==> config.mk <==
export PLATFORM = sky130hd
export DESIGN_NAME = plic_claim_arb
export DESIGN_NICKNAME = d
export VERILOG_FILES = /design/src/rtl/plic_arb_pkg.sv /design/src/rtl/plic_gateway.sv /design/src/rtl/plic_claim_arb.sv
export SDC_FILE = /design/constraint.sdc
export NUM_CORES = 1
export LEC_CHECK = 0
export ABC_AREA = 1
export BUFFER_PORTS_ARGS = -buffer_cell sky130_fd_sc_hd__buf_2
export CORE_ASPECT_RATIO = 0.8
export CORE_UTILIZATION = 49
export DETAILED_ROUTE_END_ITERATION = 10
export PLACE_DENSITY = 0.84
export SETUP_SLACK_MARGIN = 0.5
export SLEW_MARGIN = 20
export SYNTH_ARGS = -nofsm -noshare
export SYNTH_HDL_FRONTEND = slang
export SYNTH_SLANG_ARGS = --single-unit
==> constraint.sdc <==
create_clock -name clk_i -period 2.8 [get_ports clk_i]
set_input_delay 0.42 -clock clk_i [delete_from_list [all_inputs] [get_ports clk_i]]
set_output_delay 0.42 -clock clk_i [all_outputs]
set_load 0.02 [all_outputs]
==> src/rtl/plic_arb_pkg.sv <==
// Shared defaults, FSM state encoding and priority-extract helper for the PLIC claim arbiter.
// Latency: none (types and pure functions only).
// Backpressure: not applicable.
package plic_arb_pkg;

  localparam int IRQ_NUM_DEF    = 32;
  localparam int PRIO_WIDTH_DEF = 4;
  localparam int IRQ_WIDTH_DEF  = $clog2(IRQ_NUM_DEF);

  // Widest configuration the helper can slice from (32 sources x 8-bit priority).
  localparam int PRIO_MAX_W   = 8;
  localparam int PRIO_VEC_MAX = 32 * PRIO_MAX_W;

  typedef enum logic [1:0] {
    IDLE  = 2'd0,
    SCAN  = 2'd1,
    LATCH = 2'd2
  } arb_state_e;

  // Priority of source i from a packed vector of pw-bit fields; caller truncates to pw.
  function automatic logic [PRIO_MAX_W-1:0] src_prio(input logic [PRIO_VEC_MAX-1:0] vec,
                                                     input int unsigned               i,
                                                     input int unsigned               pw);
    logic [PRIO_VEC_MAX-1:0] sh;
    sh = vec >> (i * pw);
    return sh[PRIO_MAX_W-1:0];
  endfunction

endpackage

==> src/rtl/plic_gateway.sv <==
// Per-source gateway: edge/level request detect, pending flop and in-service flop.
// Latency: request sets pending on the next clock; claim/complete take effect on the next clock.
// Backpressure: requests are masked while in service; edges arriving then are dropped.
module plic_gateway (
  input  logic clk_i,
  input  logic rst_i,
  input  logic irq,
  input  logic edge_mode,
  input  logic claim,
  input  logic complete,
  output logic pending,
  output logic in_service
);

  logic irq_q;
  logic req;

  // Edge mode fires only on a rising edge; level mode follows the line.
  assign req = edge_mode ? (irq & ~irq_q) : irq;

  // Claim clears pending and wins over a same-cycle request; claim after complete leaves it in service.
  always_ff @(posedge clk_i) begin
    if (rst_i) begin
      irq_q      <= 1'b0;
      pending    <= 1'b0;
      in_service <= 1'b0;
    end else begin
      irq_q <= irq;
      if (claim) begin
        pending <= 1'b0;
      end else if (req && !in_service) begin
        pending <= 1'b1;
      end
      if (claim) begin
        in_service <= 1'b1;
      end else if (complete) begin
        in_service <= 1'b0;
      end
    end
  end

endmodule

==> src/rtl/plic_claim_arb.sv <==
// PLIC target arbiter: scans pending/enabled sources for the highest priority and serves claim/complete.
// Latency: IRQ_NUM cycles per scan (one source per cycle + latch); 1 cycle with PLIC_ARB_FAST_EN.
// Backpressure: none; claim aborts and restarts the scan, claim with no winner is a no-op.
import plic_arb_pkg::*;

module plic_claim_arb #(
  parameter int IRQ_NUM    = IRQ_NUM_DEF,
  parameter int PRIO_WIDTH = PRIO_WIDTH_DEF,
  parameter int IRQ_WIDTH  = $clog2(IRQ_NUM)
) (
  input  logic                          clk_i,
  input  logic                          rst_i,
  input  logic [IRQ_NUM-1:0]            irq_i,
  input  logic [IRQ_NUM-1:0]            tm_i,
  input  logic [IRQ_NUM-1:0]            ie_i,
  input  logic [IRQ_NUM*PRIO_WIDTH-1:0] prio_i,
  input  logic [PRIO_WIDTH-1:0]         thold_i,
  input  logic                          clam_i,
  input  logic                          comp_i,
  input  logic [IRQ_WIDTH-1:0]          comp_id_i,
  output logic [IRQ_NUM-1:0]            ip_o,
  output logic [IRQ_WIDTH-1:0]          id_o,
  output logic                          irq_o,
  output logic                          busy_o
);

  localparam logic [IRQ_WIDTH-1:0] LAST_ID = IRQ_WIDTH'(IRQ_NUM - 1);
  localparam logic [IRQ_WIDTH-1:0] FIRST_ID = IRQ_WIDTH'(1);

  logic [IRQ_NUM-1:0]      ip;
  logic [IRQ_NUM-1:0]      in_service;
  logic [IRQ_NUM-1:0]      claim_set;
  logic [IRQ_NUM-1:0]      comp_clr;
  logic [PRIO_VEC_MAX-1:0] prio_wide;
  logic [PRIO_WIDTH-1:0]   prio_arr [IRQ_NUM];
  logic [IRQ_WIDTH-1:0]    id_q;
  logic [PRIO_WIDTH-1:0]   prio_q;
  logic                    irq_q;
  logic                    claim_vld;
  logic                    unused_ok;

  // Unpack priorities into a per-source array.
  always_comb begin
    prio_wide = '0;
    prio_wide[IRQ_NUM*PRIO_WIDTH-1:0] = prio_i;
    for (int i = 0; i < IRQ_NUM; i++) begin
      prio_arr[i] = PRIO_WIDTH'(src_prio(prio_wide, i, PRIO_WIDTH));
    end
  end

  // A claim only acts when there is a winner to hand out.
  assign claim_vld = clam_i && (id_q != '0);

  // Decode claim/complete into per-source strobes; ID 0 and out-of-range IDs match nothing.
  always_comb begin
    claim_set = '0;
    comp_clr  = '0;
    for (int i = 1; i < IRQ_NUM; i++) begin
      claim_set[i] = claim_vld && (id_q == IRQ_WIDTH'(i));
      comp_clr[i]  = comp_i && (comp_id_i == IRQ_WIDTH'(i));
    end
  end

  assign ip[0]         = 1'b0;
  assign in_service[0] = 1'b0;

  for (genvar gi = 1; gi < IRQ_NUM; gi++) begin : g_gw
    plic_gateway u_gw (
      .clk_i      (clk_i),
      .rst_i      (rst_i),
      .irq        (irq_i[gi]),
      .edge_mode  (tm_i[gi]),
      .claim      (claim_set[gi]),
      .complete   (comp_clr[gi]),
      .pending    (ip[gi]),
      .in_service (in_service[gi])
    );
  end

`ifdef PLIC_ARB_FAST_EN

  logic [IRQ_WIDTH-1:0]  best_id_c;
  logic [PRIO_WIDTH-1:0] best_prio_c;

  // Full max-priority search every cycle; strict compare keeps the lowest ID on ties.
  always_comb begin
    best_id_c   = '0;
    best_prio_c = '0;
    for (int i = 1; i < IRQ_NUM; i++) begin
      if (ip[i] && ie_i[i] && (prio_arr[i] > best_prio_c)) begin
        best_id_c   = IRQ_WIDTH'(i);
        best_prio_c = prio_arr[i];
      end
    end
  end

  // Winner register refreshed every cycle; a claim zeroes it for one cycle.
  always_ff @(posedge clk_i) begin
    if (rst_i) begin
      id_q   <= '0;
      prio_q <= '0;
      irq_q  <= 1'b0;
    end else if (claim_vld) begin
      id_q   <= '0;
      prio_q <= '0;
      irq_q  <= 1'b0;
    end else begin
      id_q   <= best_id_c;
      prio_q <= best_prio_c;
      irq_q  <= (best_id_c != '0) && (best_prio_c > thold_i);
    end
  end

  assign busy_o = 1'b0;

`else

  arb_state_e            state_q, state_d;
  logic [IRQ_WIDTH-1:0]  idx_q, idx_d;
  logic [IRQ_WIDTH-1:0]  best_id_q, best_id_d;
  logic [PRIO_WIDTH-1:0] best_prio_q, best_prio_d;
  logic [IRQ_WIDTH-1:0]  id_d;
  logic [PRIO_WIDTH-1:0] prio_d;
  logic                  irq_d;

  // Scanner state and published winner registers.
  always_ff @(posedge clk_i) begin
    if (rst_i) begin
      state_q     <= IDLE;
      idx_q       <= FIRST_ID;
      best_id_q   <= '0;
      best_prio_q <= '0;
      id_q        <= '0;
      prio_q      <= '0;
      irq_q       <= 1'b0;
    end else begin
      state_q     <= state_d;
      idx_q       <= idx_d;
      best_id_q   <= best_id_d;
      best_prio_q <= best_prio_d;
      id_q        <= id_d;
      prio_q      <= prio_d;
      irq_q       <= irq_d;
    end
  end

  // Walk one source per cycle, publish the best at LATCH; a valid claim aborts and restarts.
  always_comb begin
    state_d     = state_q;
    idx_d       = idx_q;
    best_id_d   = best_id_q;
    best_prio_d = best_prio_q;
    id_d        = id_q;
    prio_d      = prio_q;
    irq_d       = irq_q;
    case (state_q)
      IDLE: begin
        state_d = SCAN;
        idx_d   = FIRST_ID;
      end
      SCAN: begin
        if (ip[idx_q] && ie_i[idx_q] && (prio_arr[idx_q] > best_prio_q)) begin
          best_id_d   = idx_q;
          best_prio_d = prio_arr[idx_q];
        end
        if (idx_q == LAST_ID) begin
          state_d = LATCH;
          idx_d   = FIRST_ID;
        end else begin
          idx_d = idx_q + FIRST_ID;
        end
      end
      LATCH: begin
        id_d        = best_id_q;
        prio_d      = best_prio_q;
        irq_d       = (best_id_q != '0) && (best_prio_q > thold_i);
        best_id_d   = '0;
        best_prio_d = '0;
        state_d     = SCAN;
      end
      default: begin
        state_d = IDLE;
      end
    endcase
    if (claim_vld) begin
      id_d        = '0;
      prio_d      = '0;
      irq_d       = 1'b0;
      idx_d       = FIRST_ID;
      best_id_d   = '0;
      best_prio_d = '0;
      state_d     = SCAN;
    end
  end

  assign busy_o = (state_q == SCAN);

`endif

  assign ip_o  = ip;
  assign id_o  = id_q;
  assign irq_o = irq_q;

  // Source 0 inputs are architecturally ignored.
  assign unused_ok = ^{irq_i[0], tm_i[0], ie_i[0], prio_arr[0], in_service[0]};

endmodule
==> results of run 1 <==
## cells by family (layout without fill, tap and decap cells)
family	after synthesis	count (layout)	synth area share [%]
simple gates	497	498	31.00
compound gates	199	199	16.82
xor+xnor	1	1	0.1313
fa+ha+maj	10	10	1.875
buf+inv	211	455	15.60
flops	115	115	34.51
other cells	1	2	0.05621
## critical path, stage by stage (launching register included)
cell     delay, ps
dfxtp_4        440
buf_12         210
o21ai_0        110
o21ai_1        250
nand2_1         90
nand3_1        120
nand3_2         80
nand2_2         90
ha_1           220
nand2_1         80
o21ai_1         80
a21oi_2        200
buf_6          150
nand3_4        110
nand3_1        100
a21oi_1         90
## routing by layer
layer | part of all wire (%) | vias to the layer above
li1 | - | 3772
met1 | 42 | 3474
met2 | 45 | 434
met3 | 10 | 59
met4 | 2.9 | 0
met5 | 0 | -
## report_power, final
part           switching (mW)  internal (mW)
Clock                   0.773           1.26
Combinational           0.548          0.392
Sequential             0.0656           1.71
Total                    1.39           3.36
## layout by cell type (no fill, tap or decap), types with 2 or more instances in the layout
master,synthesis,final
nand2_2,0,7
inv_2,2,2
clkbuf_16,0,17
o21ai_1,14,26
a21oi_1,58,57
clkinv_2,1,4
buf_4,40,13
inv_1,125,125
nor2_2,2,3
o21a_1,2,2
buf_6,5,2
ha_1,10,8
o21ai_0,79,63
buf_8,1,2
buf_12,1,4
dfxtp_1,115,113
ha_4,0,2
nor2_1,198,197
nand2_1,177,170
nand3_4,2,3
clkinvlp_4,0,3
nand3_1,85,77
nand3_2,2,10
buf_2,16,271
clkbuf_8,1,2
o21ai_2,1,5
a211oi_1,32,32
nand4_1,3,3
nor3_1,26,26
o211ai_1,10,10
clkinv_4,0,4
## worst paths after layout
kind	startpoint	endpoint	slack, ps	cells after the start
max	idx_q[0]	best_id_q[3]	220	15
min	irq_i[10]	g_gw[10].u_gw.irq_q	220	3
max reg2reg	idx_q[0]	best_id_q[3]	220	15
min reg2reg	irq_o	irq_o	460	2
## state kept, by name (all words and copies together), names as in the netlist
name and flops:
best_id_q 5, best_prio_q 4, g_gw.u_gw.in_service 31, g_gw.u_gw.irq_q 31, g_gw.u_gw.pending 31, id_o 5, idx_q 5, irq_o 1
state_q 2
## what timing repair did
action                     4_1_cts  5_1_grt
cloned                           3        0
setup endpoints to repair        9        9
hold endpoints to repair         0        0
resized for setup               36       13
pin swaps                        8        3
buffers inserted                 4        0
## through the flow
stage | power, mW | hold WS, ps | cell area, um^2
2_1_floorplan | 2.362 | 443.6 | 6678
5_1_grt | 4.945 | 224.6 | 8657
3_5_place_dp | 2.644 | 457.2 | 7851
4_1_cts | 4.719 | 212.6 | 8618
6_report | 4.749 | 222.4 | 8657
3_3_place_gp | 2.632 | 454.7 | 7851
## cell type report
| type | instances | area [um^2] | area share, % |
|---|---|---|---|
| multi-input cells | 709 | 3450 | 39.85 |
| flip-flops and latches | 115 | 2307 | 26.65 |
| repair buffers | 293 | 1614 | 18.64 |
| inverters | 129 | 496.7 | 5.738 |
| clock buffers | 20 | 456.7 | 5.275 |
| well taps | 175 | 219.0 | 2.529 |
| clock inverters | 12 | 107.6 | 1.243 |
| repair inverters | 1 | 3.754 | 0.04336 |
| diodes | 1 | 2.502 | 0.02891 |
==> results.py, run 1 <==
metrics = {
    "grt": {
        "antenna_found_initial": 1,
        "grt_busiest_layer": "met2",
        "first_global_vias": 7061,
        "grt_overflow_total": 0,
        "met3_usage_pct": 6.962,
        "grt_max_degree": 79,
        "grt_use_met2_pct": 51.32,
        "grt_usage_pct": 32.38,
        "grt_pass1_wl_mm": 35.59,
        "grt_use_met1_pct": 42.53,
    },
    "synthesis": {
        "synthCells": 1034,
        "ys_ff_latch": 115,
        "ys_top_cells_by_count": "nor2_1, nand2_1, inv_1",
        "syn_area_mm2": 0.006671,
        "yosys.cell_count.top_type": "nor2_1",
        "ys_types": 36,
        "syn_nets": 1281,
        "yosysSeqAreaShare_pct": 34.51,
        "synth_edf_count": 0,
        "synth_top_cells_by_area": "dfxtp_1, nor2_1, nand2_1, inv_1, nand3_1",
        "synth_top_flop_cell": "dfxtp_1",
        "post-synth-top-area-cell": "dfxtp_1",
        "yosys.area.top_type_share_pct": 34.51,
        "yosys_warnings": 0,
        "synth_area_per_cell_um2": 6.452,
        "async_flop_share_pct": 0,
    },
    "route": {
        "drtAntennaViolNets": 0,
        "viasPerCell": 5.319,
        "wl_per_cell_um": 15.88,
        "drc_errors": 0,
        "vias": 7739,
        "drt-total-wl_mm": 23.11,
        "drt-initial-drc-count": 618,
        "drtPass1Iterations": 5,
    },
    "critical_path": {
        "cp_data_arrival_time_ps": 2840,
        "startpoint_type": "flip-flop",
        "end_kind": "flip-flop",
        "critical_path_class": "reg -> reg",
        "crit_fanout": 37,
        "cp.required_ps": 3060,
    },
    "timing": {
        "worst_pin_slew_ps": 805.1,
        "relSlewSlack_pct": 46.33,
        "slew_viol_final": 0,
        "setup_viol": 0,
        "period_share_pct": 92.19,
        "max_freq_ghz": 0.3874,
        "tns_ps": 0,
        "min_period_ps": 2581,
        "rsz0062_at_grt": "true",
        "fin_skew_ps": 9.434,
        "fin_ws_ps": 218.6,
        "hold_violations": 0,
    },
    "place": {
        "dp_hpwl_mm": 17.27,
        "port_buffers": 271,
        "dpl.cell_count": 1415,
        "gp_congestion": 0.9676,
        "pre_cts_slack_ps": 145.6,
    },
    "floorplan": {
        "core_mm2": 0.01306,
        "die_area_mm2": 0.01409,
        "rows": 37,
        "start_util_pct": 51.10,
        "pin_count": 276,
        "fp.dieH_um": 106.4,
        "die_w_um": 132.5,
    },
    "power_and_ir_drop": {
        "power.ir.vdd_worst_v": 0.0004629,
        "power_density_mw_per_mm2": 548.6,
        "total_leakage_power_nw": 4.174,
    },
    "final_layout": {
        "final_cells": 1455,
        "postLayoutCoreUtil_pct": 66.31,
        "layout-drive-gt1-share_pct": 28.30,
        "fill_cells": 1232,
        "area_growth_pct": 29.76,
        "nets": 1513,
    },
    "cts": {
        "clk_pin_slew_worst_paths_ps": 60,
        "h-tree-depth": 4,
        "cts.path.max_buffers": 2,
        "cts-buffers-inserted": 17,
        "clock-root-buffer": "clkbuf_16",
        "ctsHoldBuffers": 0,
        "clock_latency_ps": 410,
        "cts.sinks": 115,
        "cts_tree": "done",
    },
    "min_path": {
        "worstHoldPathType": "in -> reg",
    },
    "status": {
        "outcome": "complete, no violations",
    },
    "run": {
        "drv_cap": 0,
    },
}
Power figures use the tool's default switching activity.
==> run 2: changes to the inputs <==
Settings changed: ABC_AREA 1 to default, CORE_UTILIZATION 49 to 48, CTS_CLUSTER_SIZE from default to 14, PLACE_DENSITY 0.84 to 0.85.
Clock period 2.8 ns to 2.7 ns, I/O delays scaled along.
==> run 2 against run 1 <==
The run now ends with setup timing left. Synthesized cell count fell by 34%. Critical endpoint is now best_id_q[1]. Final area down 3.7%. Register-to-register slack worse by 840 ps. Critical path type unchanged. Final cell count decreased by 22%. Core utilization is 1.7 points higher. Non-clock buffer count increased by 18. Highest routed layer is now met5. First-iteration DRC count fell by 16%. Combinational power is 16% lower.
==> results.py, run 2 <==
metrics = {
    "timing": {
        "rsz0062_at_grt": "true",
        "hold_violations": 0,
        "setup_viol": 9,
        "worst_pin_slew_ps": 896.7,
        "max_freq_ghz": 0.3009,
        "min_period_ps": 3324,
        "fin_skew_ps": 9.248,
        "fin_ws_ps": -623.6,
        "slew_viol_final": 0,
        "relSlewSlack_pct": 40.10,
        "period_share_pct": 123.1,
        "whs_ps": 210.4,
    },
    "final_layout": {
        "fill_cells": 1004,
        "nets": 1196,
        "top_regs": "g_gw.u_gw.in_service: 31 flops, g_gw.u_gw.irq_q: 31 flops, g_gw.u_gw.pending: 31 flops",
        "postLayoutCoreUtil_pct": 68.02,
        "mostFrequentLayoutCells": "buf_2, dfxtp_1, nand2_1, nor2_1, o21ai_0",
        "final_common_cell": "buf_2",
        "area_growth_pct": 37.06,
        "layout-drive-gt1-share_pct": 41.79,
        "final_area_mm2": 0.008334,
    },
    "route": {
        "drt-initial-drc-count": 522,
        "vias": 6329,
        "drtAntennaViolNets": 0,
        "wl_per_cell_um": 18.88,
        "drc_errors": 0,
        "viasPerCell": 5.581,
        "drtPass1Iterations": 5,
        "drt-total-wl_mm": 21.41,
    },
    "synthesis": {
        "yosysSeqAreaShare_pct": 37.86,
        "synth_edf_count": 0,
        "post-synth-top-area-cell": "dfxtp_1",
        "synthCells": 683,
        "syn_nets": 930,
        "yosys.cell_count.top_type": "dfxtp_1",
        "ys_types": 47,
        "synth_top_cells_by_area": "dfxtp_1, mux4_2, o21ai_0, nand2_1, nor2_1",
        "synth_top_flop_cell": "dfxtp_1",
        "yosys.area.top_type_share_pct": 37.86,
        "synth_area_per_cell_um2": 8.903,
        "yosys_warnings": 0,
        "syn_area_mm2": 0.006081,
        "async_flop_share_pct": 0,
        "ys_top_cells_by_count": "dfxtp_1, nand2_1, nor2_1",
        "ys_ff_latch": 115,
    },
    "grt": {
        "grt_usage_pct": 33.50,
        "antenna_found_initial": 4,
        "grt_overflow_total": 0,
        "grt_pass1_wl_mm": 32.81,
        "grt_max_degree": 60,
        "first_global_vias": 6392,
    },
    "place": {
        "dp_hpwl_mm": 16.12,
        "port_buffers": 271,
        "gp_congestion": 0.9670,
        "dpl-instance-area_mm2": 0.007487,
    },
    "power_and_ir_drop": {
        "total_leakage_power_nw": 3.817,
        "power_density_mw_per_mm2": 588.0,
        "power.ir.vdd_worst_v": 0.0004188,
    },
    "floorplan": {
        "fp.dieH_um": 102.7,
        "die_area_mm2": 0.01313,
        "pin_count": 276,
        "core_mm2": 0.01225,
        "die_w_um": 127.8,
        "rows": 36,
        "start_util_pct": 49.63,
    },
    "cts": {
        "cts.sinks": 115,
        "clock-root-buffer": "clkbuf_16",
        "clk_pin_slew_worst_paths_ps": 60,
        "clock_latency_ps": 410,
        "cts_tree": "done",
        "h-tree-depth": 4,
        "cts.path.max_buffers": 2,
        "cts-buffers-inserted": 17,
    },
    "critical_path": {
        "critical_path_class": "reg -> reg",
        "worstSetupStartpoint": "idx_q[0]",
        "startpoint_type": "flip-flop",
        "crit_fanout": 7,
        "rrSetupSlack_ps": -620,
        "cp.required_ps": 3030,
        "cp_data_arrival_time_ps": 3660,
        "rr_startpoint": "idx_q[0]",
        "end_kind": "flip-flop",
    },
    "run": {
        "drv_cap": 0,
    },
    "min_path": {
        "hold_start": "irq_i[17]",
        "worstHoldPathType": "in -> reg",
    },
    "status": {
        "outcome": "finished with violations",
        "violations": "setup timing",
    },
}
-- run 2: changes by cell type in the layout (fill, tap and decap cells not counted), moves of 8 or more --
cell	previous run	this run
nor2_1	197	79
nand2_1	170	80
inv_1	125	41
nand3_1	77	16
mux4_2	0	36
o21ai_1	26	1
nor3_1	26	2
buf_4	13	32
a21oi_1	57	42
nand2b_1	0	11
nand3_2	10	0
nor2b_1	0	9
mux2i_1	0	8
-- run 2: metal layers --
metal / up-vias / part of all wire, % / GRT usage [%]
met3: 49 / 10 / 11.26
met1: 2980 / 41 / 42.46
li1: 2945 / - / -
met2: 349 / 46 / 53.14
met4: 6 / 2.3 / 13.48
met5: - / 0.18 / 0
-- run 2: kinds of logic (layout without fill, tap and decap cells) --
family / count (synthesis) / after routing / share of synthesized area [%]
compound gates: 167 / 167 / 16.23
fa+ha+maj: 10 / 10 / 2.058
buf+inv: 107 / 386 / 9.362
flops: 115 / 115 / 37.86
mux: 51 / 51 / 17.26
other cells: 1 / 2 / 0.06167
simple gates: 232 / 232 / 17.16
-- run 2: repair_timing --
item,4_1_cts,5_1_grt
hold buffers,0,0
pin swaps,1,2
gates resized for setup,9,18
gates cloned,0,1
endpoints found under the setup margin,11,13
setup buffers,5,5
-- run 2: critical path, cell delays in order (launching register included) --
cell	delay, ps
dfxtp_4	420
buf_12	150
mux4_1	580
mux4_2	490
mux2i_2	220
ha_2	220
nor2b_1	50
o21a_1	170
o21ai_2	190
a211oi_2	120
a22oi_2	260
buf_6	170
mux2i_4	220
-- run 2: layout make-up --
| type | instances | area (um^2) | share of cell area (%) |
|---|---|---|---|
| diodes | 1 | 2.502 | 0.03003 |
| multi-input cells | 461 | 3297 | 39.56 |
| inverters | 43 | 161.4 | 1.937 |
| flip-flops and latches | 115 | 2310 | 27.71 |
| repair buffers | 311 | 1739 | 20.87 |
| clock buffers | 20 | 456.7 | 5.480 |
| well taps | 171 | 214.0 | 2.567 |
| clock inverters | 12 | 153.9 | 1.847 |
-- run 2: path summary, 6_finish.rpt --
| check | end | cells past startpoint |
|---|---|---|
| max reg2reg | best_id_q[1] | 12 |
| max | best_id_q[1] | 12 |
| min reg2reg | irq_o | 2 |
| min | g_gw[17].u_gw.irq_q | 3 |
-- run 2: report_power, final --
part | total (mW) | switching [mW] | internal, mW | leakage, nW
clock | 2.30 | 0.800 | 1.50 | 0.289
combinational | 0.786 | 0.381 | 0.405 | 2.58
sequential | 1.82 | 0.0480 | 1.77 | 0.946
total | 4.90 | 1.23 | 3.67 | 3.82
-- run 2: metrics by stage --
step	cells	setup TNS (ps)	worst slack (ps)	total power, mW
after floorplan	683	-3504	-404.5	2.288
after global placement	1090	-4968	-574.7	2.536
after detailed placement	1090	-6178	-714.9	2.557
final	1134	-4938	-623.6	4.900
after CTS	1127	-4353	-554.1	4.874
after global routing	1134	-5868	-709.5	5.066
